## config.mk

```make
export PLATFORM = sky130hd
export DESIGN_NAME = pwm_capture
export DESIGN_NICKNAME = d
export VERILOG_FILES = /design/src/rtl/pwm_cap_pkg.sv /design/src/rtl/pwm_sync_edge.sv /design/src/rtl/pwm_capture.sv
export SDC_FILE = /design/constraint.sdc
export NUM_CORES = 1
export LEC_CHECK = 0
export CORE_MARGIN = 2
export CORE_UTILIZATION = 62
export CTS_BUF_LIST = sky130_fd_sc_hd__clkbuf_2
export DETAILED_ROUTE_END_ITERATION = 6
export PLACE_DENSITY = 0.87
export SLEW_MARGIN = 40
export SYNTH_ARGS = -nofsm -noshare
export SYNTH_HDL_FRONTEND = slang
export SYNTH_HIERARCHICAL = 1
export SYNTH_SLANG_ARGS = --single-unit
```

## constraint.sdc

```tcl
create_clock -name clk_div -period 5.2 [get_ports clk_div]
set_clock_uncertainty 0.15 [all_clocks]
set_input_delay 0.78 -clock clk_div [delete_from_list [all_inputs] [get_ports clk_div]]
set_output_delay 0.78 -clock clk_div [all_outputs]
set_load 0.01 [all_outputs]
```

## src/rtl/pwm_cap_pkg.sv

```systemverilog
// Shared types and default constants for the PWM capture block.
package pwm_cap_pkg;

    typedef enum logic [1:0] {
        S_IDLE,
        S_HIGH,
        S_LOW,
        S_STUCK
    } state_t;

    localparam int PERIOD_DEF  = 256;
    localparam int TOL_DEF     = 2;
    localparam int TIMEOUT_DEF = 512;

    // Frame length outside nominal +/- tol.
    function automatic logic out_of_tol(input int len, input int nominal, input int tol);
        return (len > nominal + tol) || (len < nominal - tol);
    endfunction

endpackage

```

## src/rtl/pwm_sync_edge.sv

```systemverilog
// Two-flop synchroniser plus registered edge detect: pwm_in to rise/fall in 3 clk_div cycles.
module pwm_sync_edge (
    input  logic clk_div,
    input  logic rst,
    input  logic pwm_in,
    output logic sync_lvl,
    output logic rise,
    output logic fall
);

    logic meta;
    logic prev;

    always_ff @(posedge clk_div or posedge rst) begin
        if (rst) begin
            meta     <= 1'b0;
            sync_lvl <= 1'b0;
            prev     <= 1'b0;
            rise     <= 1'b0;
            fall     <= 1'b0;
        end else begin
            meta     <= pwm_in;
            sync_lvl <= meta;
            prev     <= sync_lvl;
            rise     <= sync_lvl & ~prev;
            fall     <= ~sync_lvl & prev;
        end
    end

endmodule

```

## src/rtl/pwm_capture.sv

```systemverilog
// PWM duty decoder with period check and stuck detection; outputs registered one cycle after the edge.
// Optional trend outputs are built when PWM_CAPTURE_TREND_EN is defined, otherwise tied low.
module pwm_capture
    import pwm_cap_pkg::*;
#(
    parameter int PERIOD  = PERIOD_DEF,
    parameter int TOL     = TOL_DEF,
    parameter int TIMEOUT = TIMEOUT_DEF
) (
    input  logic       clk_div,
    input  logic       rst,
    input  logic       pwm_in,
    output logic [7:0] duty_out,
    output logic       duty_valid,
    output logic       period_err,
    output logic       timeout,
    output logic       trend_up,
    output logic       trend_down
);

    localparam int              CW       = $clog2(TIMEOUT + 1);
    localparam logic [CW-1:0]   CNT_MAX  = '1;
    localparam logic [CW-1:0]   CNT_ONE  = CW'(1);
    localparam logic [CW-1:0]   TO_CNT   = CW'(TIMEOUT);
    localparam logic [CW-1:0]   DUTY_MAX = CW'(255);

    state_t        state;
    logic [CW-1:0] high_cnt;
    logic [CW-1:0] per_cnt;
    logic          sync_lvl;
    logic          rise;
    logic          fall;
    logic          done;
    logic          stuck_hit;
    logic          upd;
    logic [7:0]    new_duty;

    pwm_sync_edge u_sync_edge (
        .clk_div  (clk_div),
        .rst      (rst),
        .pwm_in   (pwm_in),
        .sync_lvl (sync_lvl),
        .rise     (rise),
        .fall     (fall)
    );

    function automatic logic [CW-1:0] sat_inc(input logic [CW-1:0] v);
        return (v == CNT_MAX) ? v : v + CNT_ONE;
    endfunction

    // A rising edge always wins over the stuck check, so a frame landing on the limit still completes.
    always_comb begin
        done      = (state == S_LOW) && rise;
        stuck_hit = (state != S_STUCK) && !rise && (per_cnt >= TO_CNT);
        upd       = done || stuck_hit;
        if (done)
            new_duty = (high_cnt > DUTY_MAX) ? 8'hFF : 8'(high_cnt);
        else
            new_duty = sync_lvl ? 8'hFF : 8'h00;
    end

    always_ff @(posedge clk_div or posedge rst) begin
        if (rst) begin
            state      <= S_IDLE;
            high_cnt   <= '0;
            per_cnt    <= '0;
            duty_out   <= 8'h00;
            duty_valid <= 1'b0;
            period_err <= 1'b0;
            timeout    <= 1'b0;
        end else begin
            duty_valid <= upd;
            if (upd)
                duty_out <= new_duty;
            if (done)
                period_err <= out_of_tol(int'(per_cnt), PERIOD, TOL);

            case (state)
                S_IDLE: begin
                    if (rise) begin
                        state    <= S_HIGH;
                        high_cnt <= CNT_ONE;
                        per_cnt  <= CNT_ONE;
                    end else if (stuck_hit) begin
                        state   <= S_STUCK;
                        timeout <= 1'b1;
                    end else begin
                        per_cnt <= sat_inc(per_cnt);
                    end
                end
                S_HIGH: begin
                    if (stuck_hit) begin
                        state   <= S_STUCK;
                        timeout <= 1'b1;
                    end else if (fall) begin
                        state   <= S_LOW;
                        per_cnt <= sat_inc(per_cnt);
                    end else begin
                        high_cnt <= sat_inc(high_cnt);
                        per_cnt  <= sat_inc(per_cnt);
                    end
                end
                S_LOW: begin
                    if (rise) begin
                        state    <= S_HIGH;
                        high_cnt <= CNT_ONE;
                        per_cnt  <= CNT_ONE;
                    end else if (stuck_hit) begin
                        state   <= S_STUCK;
                        timeout <= 1'b1;
                    end else begin
                        per_cnt <= sat_inc(per_cnt);
                    end
                end
                S_STUCK: begin
                    if (rise) begin
                        state    <= S_HIGH;
                        high_cnt <= CNT_ONE;
                        per_cnt  <= CNT_ONE;
                        timeout  <= 1'b0;
                    end else if (fall) begin
                        state    <= S_IDLE;
                        high_cnt <= '0;
                        per_cnt  <= '0;
                        timeout  <= 1'b0;
                    end
                end
                default: state <= S_IDLE;
            endcase
        end
    end

`ifdef PWM_CAPTURE_TREND_EN
    logic [7:0] prev_duty;
    logic       have_prev;

    always_ff @(posedge clk_div or posedge rst) begin
        if (rst) begin
            prev_duty  <= 8'h00;
            have_prev  <= 1'b0;
            trend_up   <= 1'b0;
            trend_down <= 1'b0;
        end else if (upd) begin
            prev_duty <= new_duty;
            have_prev <= 1'b1;
            if (have_prev && (new_duty > prev_duty)) begin
                trend_up   <= 1'b1;
                trend_down <= 1'b0;
            end else if (have_prev && (new_duty < prev_duty)) begin
                trend_up   <= 1'b0;
                trend_down <= 1'b1;
            end
        end
    end
`else
    assign trend_up   = 1'b0;
    assign trend_down = 1'b0;
`endif

endmodule

```

After elaboration in Yosys (flattened, before gate mapping)
Cells that the tools add are included.
Widths: inputs -> output; s select.
{ "word_totals": {"register_bits": 38, "output_inout_bits": 13, "inputBits": 3} }
{ "op_classes": {"mux": 26, "n_bitwise": 4, "n_addsub": 2, "reduce_logical": 11, "eq_ne": 14, "order_cmp": 4} }
{ "ops": {"columns": ["cell", "n"], "rows": [
  ["$mux 10", 9],
  ["$pmux 10 s3", 2],
  ["$mux 8", 3],
  ["$add 10x1->10 const B", 2],
  ["$eq 10x10->1 const B", 2],
  ["$mux 2", 6],
  ["$ge 10x10->1 const B", 1],
  ["$gt 10x8->1 const B", 1],
  ["$gt 10x9->1 const B", 1],
  ["$lt 10x8->1 const B", 1],
  ["$ne 2x2->1 const B", 5],
  ["$ne 3x1->1 const B", 2],
  ["$pmux 2 s3", 1],
  ["$reduce_and 5->1", 1],
  ["$eq 2x2->1 const B", 2],
  ["$mux 1", 4],
  ["$logic_and 1x1->1", 3],
  ["$ne 3x2->1 const B", 1],
  ["$pmux 1 s3", 1],
  ["$reduce_and 3->1", 1],
  ["$and 1x1->1", 2],
  ["$eq 2x1->1 const B", 1],
  ["$logic_not 2->1", 1],
  ["$logic_or 1x1->1", 2],
  ["5 further kinds", 6]
]} }

Logic depth before layout (Yosys ltp)
{ "logic_depth": {"depth_word": 6, "mapped_depth": 7, "depth_no_buf": 5} }

By module
The synthesis kept the hierarchy.
{ "by_module_without_submodules": {"columns": ["module", "seq_area_each_um2", "n_inst", "area_each_um2", "cells_per_inst"], "rows": [
  ["pwm_capture", 825.8, 1, 1990.7, 224],
  ["pwm_sync_edge", 125.1, 1, 143.9, 8]
]} }

Worst setup path before layout
No wires, ideal clock.
{ "synth_path": {"path_type": "register to register", "startpoint": "register high_cnt[0]", "endpoint": "register high_cnt[0]", "stages_incl_launch_ff": 7, "slack_ns": 3.481, "synth_period_minus_slack_ns": 1.719, "required_ns": 4.956, "arrival_ns": 1.476, "cell_sequence": "dfrtp_1 -> ha_1 -> nand4_1 -> nor3_2 -> buf_2 -> o31ai_1 -> a211oi_1"} }
{ "synth_between": {"elab_chain_len": 5, "elab_cells_between_ends": 8} }
{ "synth_rtl": {"columns": ["item", "line", "rtl"], "rows": [
  ["from (decl)", "pwm_capture.sv:28", "logic [CW-1:0] high_cnt;"],
  ["from (signal assigned)", "pwm_capture.sv:99", "high_cnt <= sat_inc(high_cnt);"],
  ["$add 10x1->10", "pwm_capture.sv:48", "return (v == CNT_MAX) ? v : v + CNT_ONE;"],
  ["$mux 10", "pwm_capture.sv:48", null],
  ["$mux 10", "pwm_capture.sv:95", "end else if (fall) begin"],
  ["$mux 10", "pwm_capture.sv:92", "if (stuck_hit) begin"],
  ["$pmux 10 s3", "pwm_capture.sv:78", "case (state)"]
]} }
Several ways; a longest one is shown, not always the timed one. The select of a mux whose other input is x is not followed.
A chain may end at the register's enable or synchronous reset.

Final worst setup path
{ "layout_path": {"startpoint": "register duty_out[4]", "endpoint": "output duty_out[4]"} }
{ "layout_rtl": {"columns": ["item", "line", "rtl"], "rows": [
  ["from (decl)", "pwm_capture.sv:13", "output logic [7:0] duty_out,"],
  ["from (signal assigned)", "pwm_capture.sv:74", "duty_out <= new_duty;"]
]} }
No word-level cell between the ends.

==> flow_summary.toml <==
[logic_synthesis]
yosys_register_bits = 38
ys_async_sr_fraction_pct = 100
synth_area_leaders = "dfrtp_1, nand2_1, nor3_1"
synthFlopType = "dfrtp_1"
syn_inst = 232
yosys.area.top_type = "dfrtp_1"
synth_top_area_share_pct = 44.5
synth_seq_area_share_pct = 44.5
synth_most_common_cell = "dfrtp_1"
synth_warnings = 6
syn-cell-area_um2 = 2130
synthDistinctLibCells = 54
synth_edf_count = 0
synth_common_cells = "dfrtp_1, nand2_1, nor3_1"
avgSynthCellArea_um2 = 9.20

[detailed_routing]
postRouteAntennaNets = 0
routed_via_density = 6.25
vias = 1774
drc = 0
drt-total-wl_um = 4400
dr.pass1.iters = 4
wl_per_cell_um = 15.5
drt_iter0_markers = 119

[power_and_ir_drop]
p_comb_share_pct = 28.4
leakage_nw = 0.960
p_total_mw = 0.926
pwr-share-seq_pct = 46.8
clkPwrFrac_pct = 24.8
p_sw_mw = 0.302
swShare_pct = 32.6
powerDensity_nw_per_um2 = 398
p_int_mw = 0.624
vdd_ir_drop_max_mv = 0.228

[setup_path]
rr_endpoint = "high_cnt[0]$_DFFE_PP0P_"
cp_max_fo = 2
start_kind = "flop"
reg2reg_slack_ns = 3.00
critPathTopFamily = "buffers and inverters"
r2r-start = "high_cnt[0]$_DFFE_PP0P_"
crit_type = "reg2out"
r2r_cells = 5
critPathArrivalTime_ns = 1.36
cp_slowest_cell = "clkdlybuf4s50_1"
worstPathRequired_ns = 4.27
cp.buffers_inverters = 1
cp_cell_sequence = "clkdlybuf4s50_1"
max_stage_delay_ns = 0.54
endpoint_kind = "primary output"

[sta]
post-route-period-util_pct = 44.1
tightest_slew_ns = 0.767
post-route-min-period_ns = 2.29
setup_ws_ns = 2.91
slew_headroom_pct = 48.6
setup_viol = 0
hold_viol_final = 0
clock.fmax_mhz = 436
rsz0062_at_grt = "no"
drv_slew = 0
fin_setup_tns_ns = 0

[cells_and_area]
diodes = 0
drive_gt1_share_pct = 7.56
final_cell_count_no_fill = 284
multiInputGateArea_um2 = 1050
nNetsFinal = 243
fillCellCount = 264
regArea_um2 = 951
fin_area_um2 = 2320
areaGrowthSynthToFinish_pct = 8.91

[floorplan]
fp.dieH_um = 62.7
die-area_um2 = 3930
chipWidth_um = 62.7
fp-row-count = 21
core_area_um2 = 3310
initial_core_util_pct = 64.5
ios = 16

[cts]
clock-sinks = 38
cts_tree = "built"
htree_levels = 2
clockBufferDepth = 2
cts_resized = 0
cts-root-buf = "clkbuf_2"
hold_buffers = 0
clk-insertion-delay-late_ns = 0.41
cts_setup_buffers = 0
numCtsBuffers = 5
clk_pin_slew_ns = 0.20

[worst_hold_path]
min_to = "u_sync_edge/sync_lvl$_DFF_PP0_"
min-delay-start = "u_sync_edge/meta$_DFF_PP0_"
whs_path_depth = 0
holdCritPathClass = "reg2reg"

[place]
dpl-instance-area_um2 = 2240
place_hpwl_um = 3030
place_ws_ns = 3.05
dpl.cell_count = 276
gp_congestion = 0.826
port_buffers = 13

[status]
status = "completed"

[global_routing]
grt_max_degree = 34
antenna_found_initial = 0
grt_pass1_vias = 1594
grt_pass1_wl_um = 7580
grt-ovfl-total = 0
gr-usage-all-layers_pct = 24.5

[job]
maxCapViolations = 0
-- power by group through the flow --
stage,sequential (mW),combinational (mW),clock (mW)
after global placement,0.435,0.257,0
final,0.433,0.263,0.230
after global routing,0.446,0.295,0.242
after CTS,0.432,0.265,0.231
after floorplan,0.429,0.163,0
after detailed placement,0.440,0.262,0
-- cells in the final DEF, fill, tap and decap left out, drive strengths merged, types with 2 or more instances in the layout --
| cell | Yosys | final |
|---|---|---|
| bufinv | 0 | 2 |
| o21a | 3 | 3 |
| inv | 11 | 11 |
| nand4 | 5 | 5 |
| o311ai | 2 | 2 |
| nand2b | 4 | 4 |
| or2 | 3 | 3 |
| nor3 | 14 | 14 |
| clkdlybuf4s50 | 0 | 13 |
| o211ai | 6 | 6 |
| or4 | 4 | 4 |
| ha | 3 | 3 |
| nand3 | 11 | 11 |
| and3 | 5 | 5 |
| clkbuf | 1 | 5 |
| a31oi | 9 | 9 |
| o21ai | 10 | 10 |
| mux2i | 3 | 3 |
| nor4 | 3 | 3 |
| or3 | 4 | 4 |
| dfrtp | 38 | 38 |
| conb | 1 | 2 |
| nor2 | 4 | 4 |
| o31ai | 5 | 5 |
| nor2b | 3 | 3 |
| nand2 | 28 | 28 |
| a21oi | 11 | 11 |
| o41ai | 4 | 4 |
-- flip-flops by register name (all words and copies together) (netlist names), 2 cells and up --
register	flops
state	2
per_cnt	10
duty_out	8
high_cnt	10
-- metrics by stage --
stage	hold WS, ns	util [%]
2_1_floorplan	0.181	-
3_3_place_gp	0.184	67.4
3_5_place_dp	0.194	67.5
4_1_cts	0.232	70.2
5_1_grt	0.239	70.2
6_report	0.229	70.2
-- layout make-up --
cell class / instances / share of cell area [%]
tap: 46 / 2.48
clock inverter: 3 / 2.74
sequential: 38 / 40.9
multi-input combinational: 167 / 45.1
timing repair buffer: 14 / 5.92
inverter: 11 / 1.78
clock buffer: 5 / 1.08
-- logic make-up after synthesis --
| family | Yosys count | share of synthesized area, % |
|---|---|---|
| AOI/OAI and AO/OA | 65 | 21.2 |
| buffers and inverters | 28 | 6.68 |
| DFF | 38 | 44.5 |
| muxes | 3 | 1.41 |
| adders and majority gates | 3 | 1.76 |
| and+or+nand+nor | 94 | 24.3 |
| other | 1 | 0.176 |
-- routing by layer --
| metal | vias up | track usage, % | wire length [um] |
|---|---|---|---|
| met5 | - | 0 | 0 |
| met4 | 0 | 10.0 | 91 |
| met3 | 9 | 4.32 | 166 |
| met2 | 32 | 35.3 | 1910 |
| met1 | 854 | 36.6 | 2220 |
| li1 | 879 | - | - |
-- worst max-delay path by stage --
stage,from,end,depth (start not counted)
after detailed placement,high_cnt[0]$_DFFE_PP0P_,high_cnt[0]$_DFFE_PP0P_,5
final,duty_out[4]$_DFFE_PP0P_,duty_out[4],1
after global placement,state[0]$_DFFE_PP0P_,high_cnt[0]$_DFFE_PP0P_,4
after global routing,high_cnt[0]$_DFFE_PP0P_,high_cnt[8]$_DFFE_PP0P_,5
after floorplan,high_cnt[0]$_DFFE_PP0P_,high_cnt[0]$_DFFE_PP0P_,6
after CTS,duty_out[1]$_DFFE_PP0P_,duty_out[1],1
(Power assumes the default switching activity.)
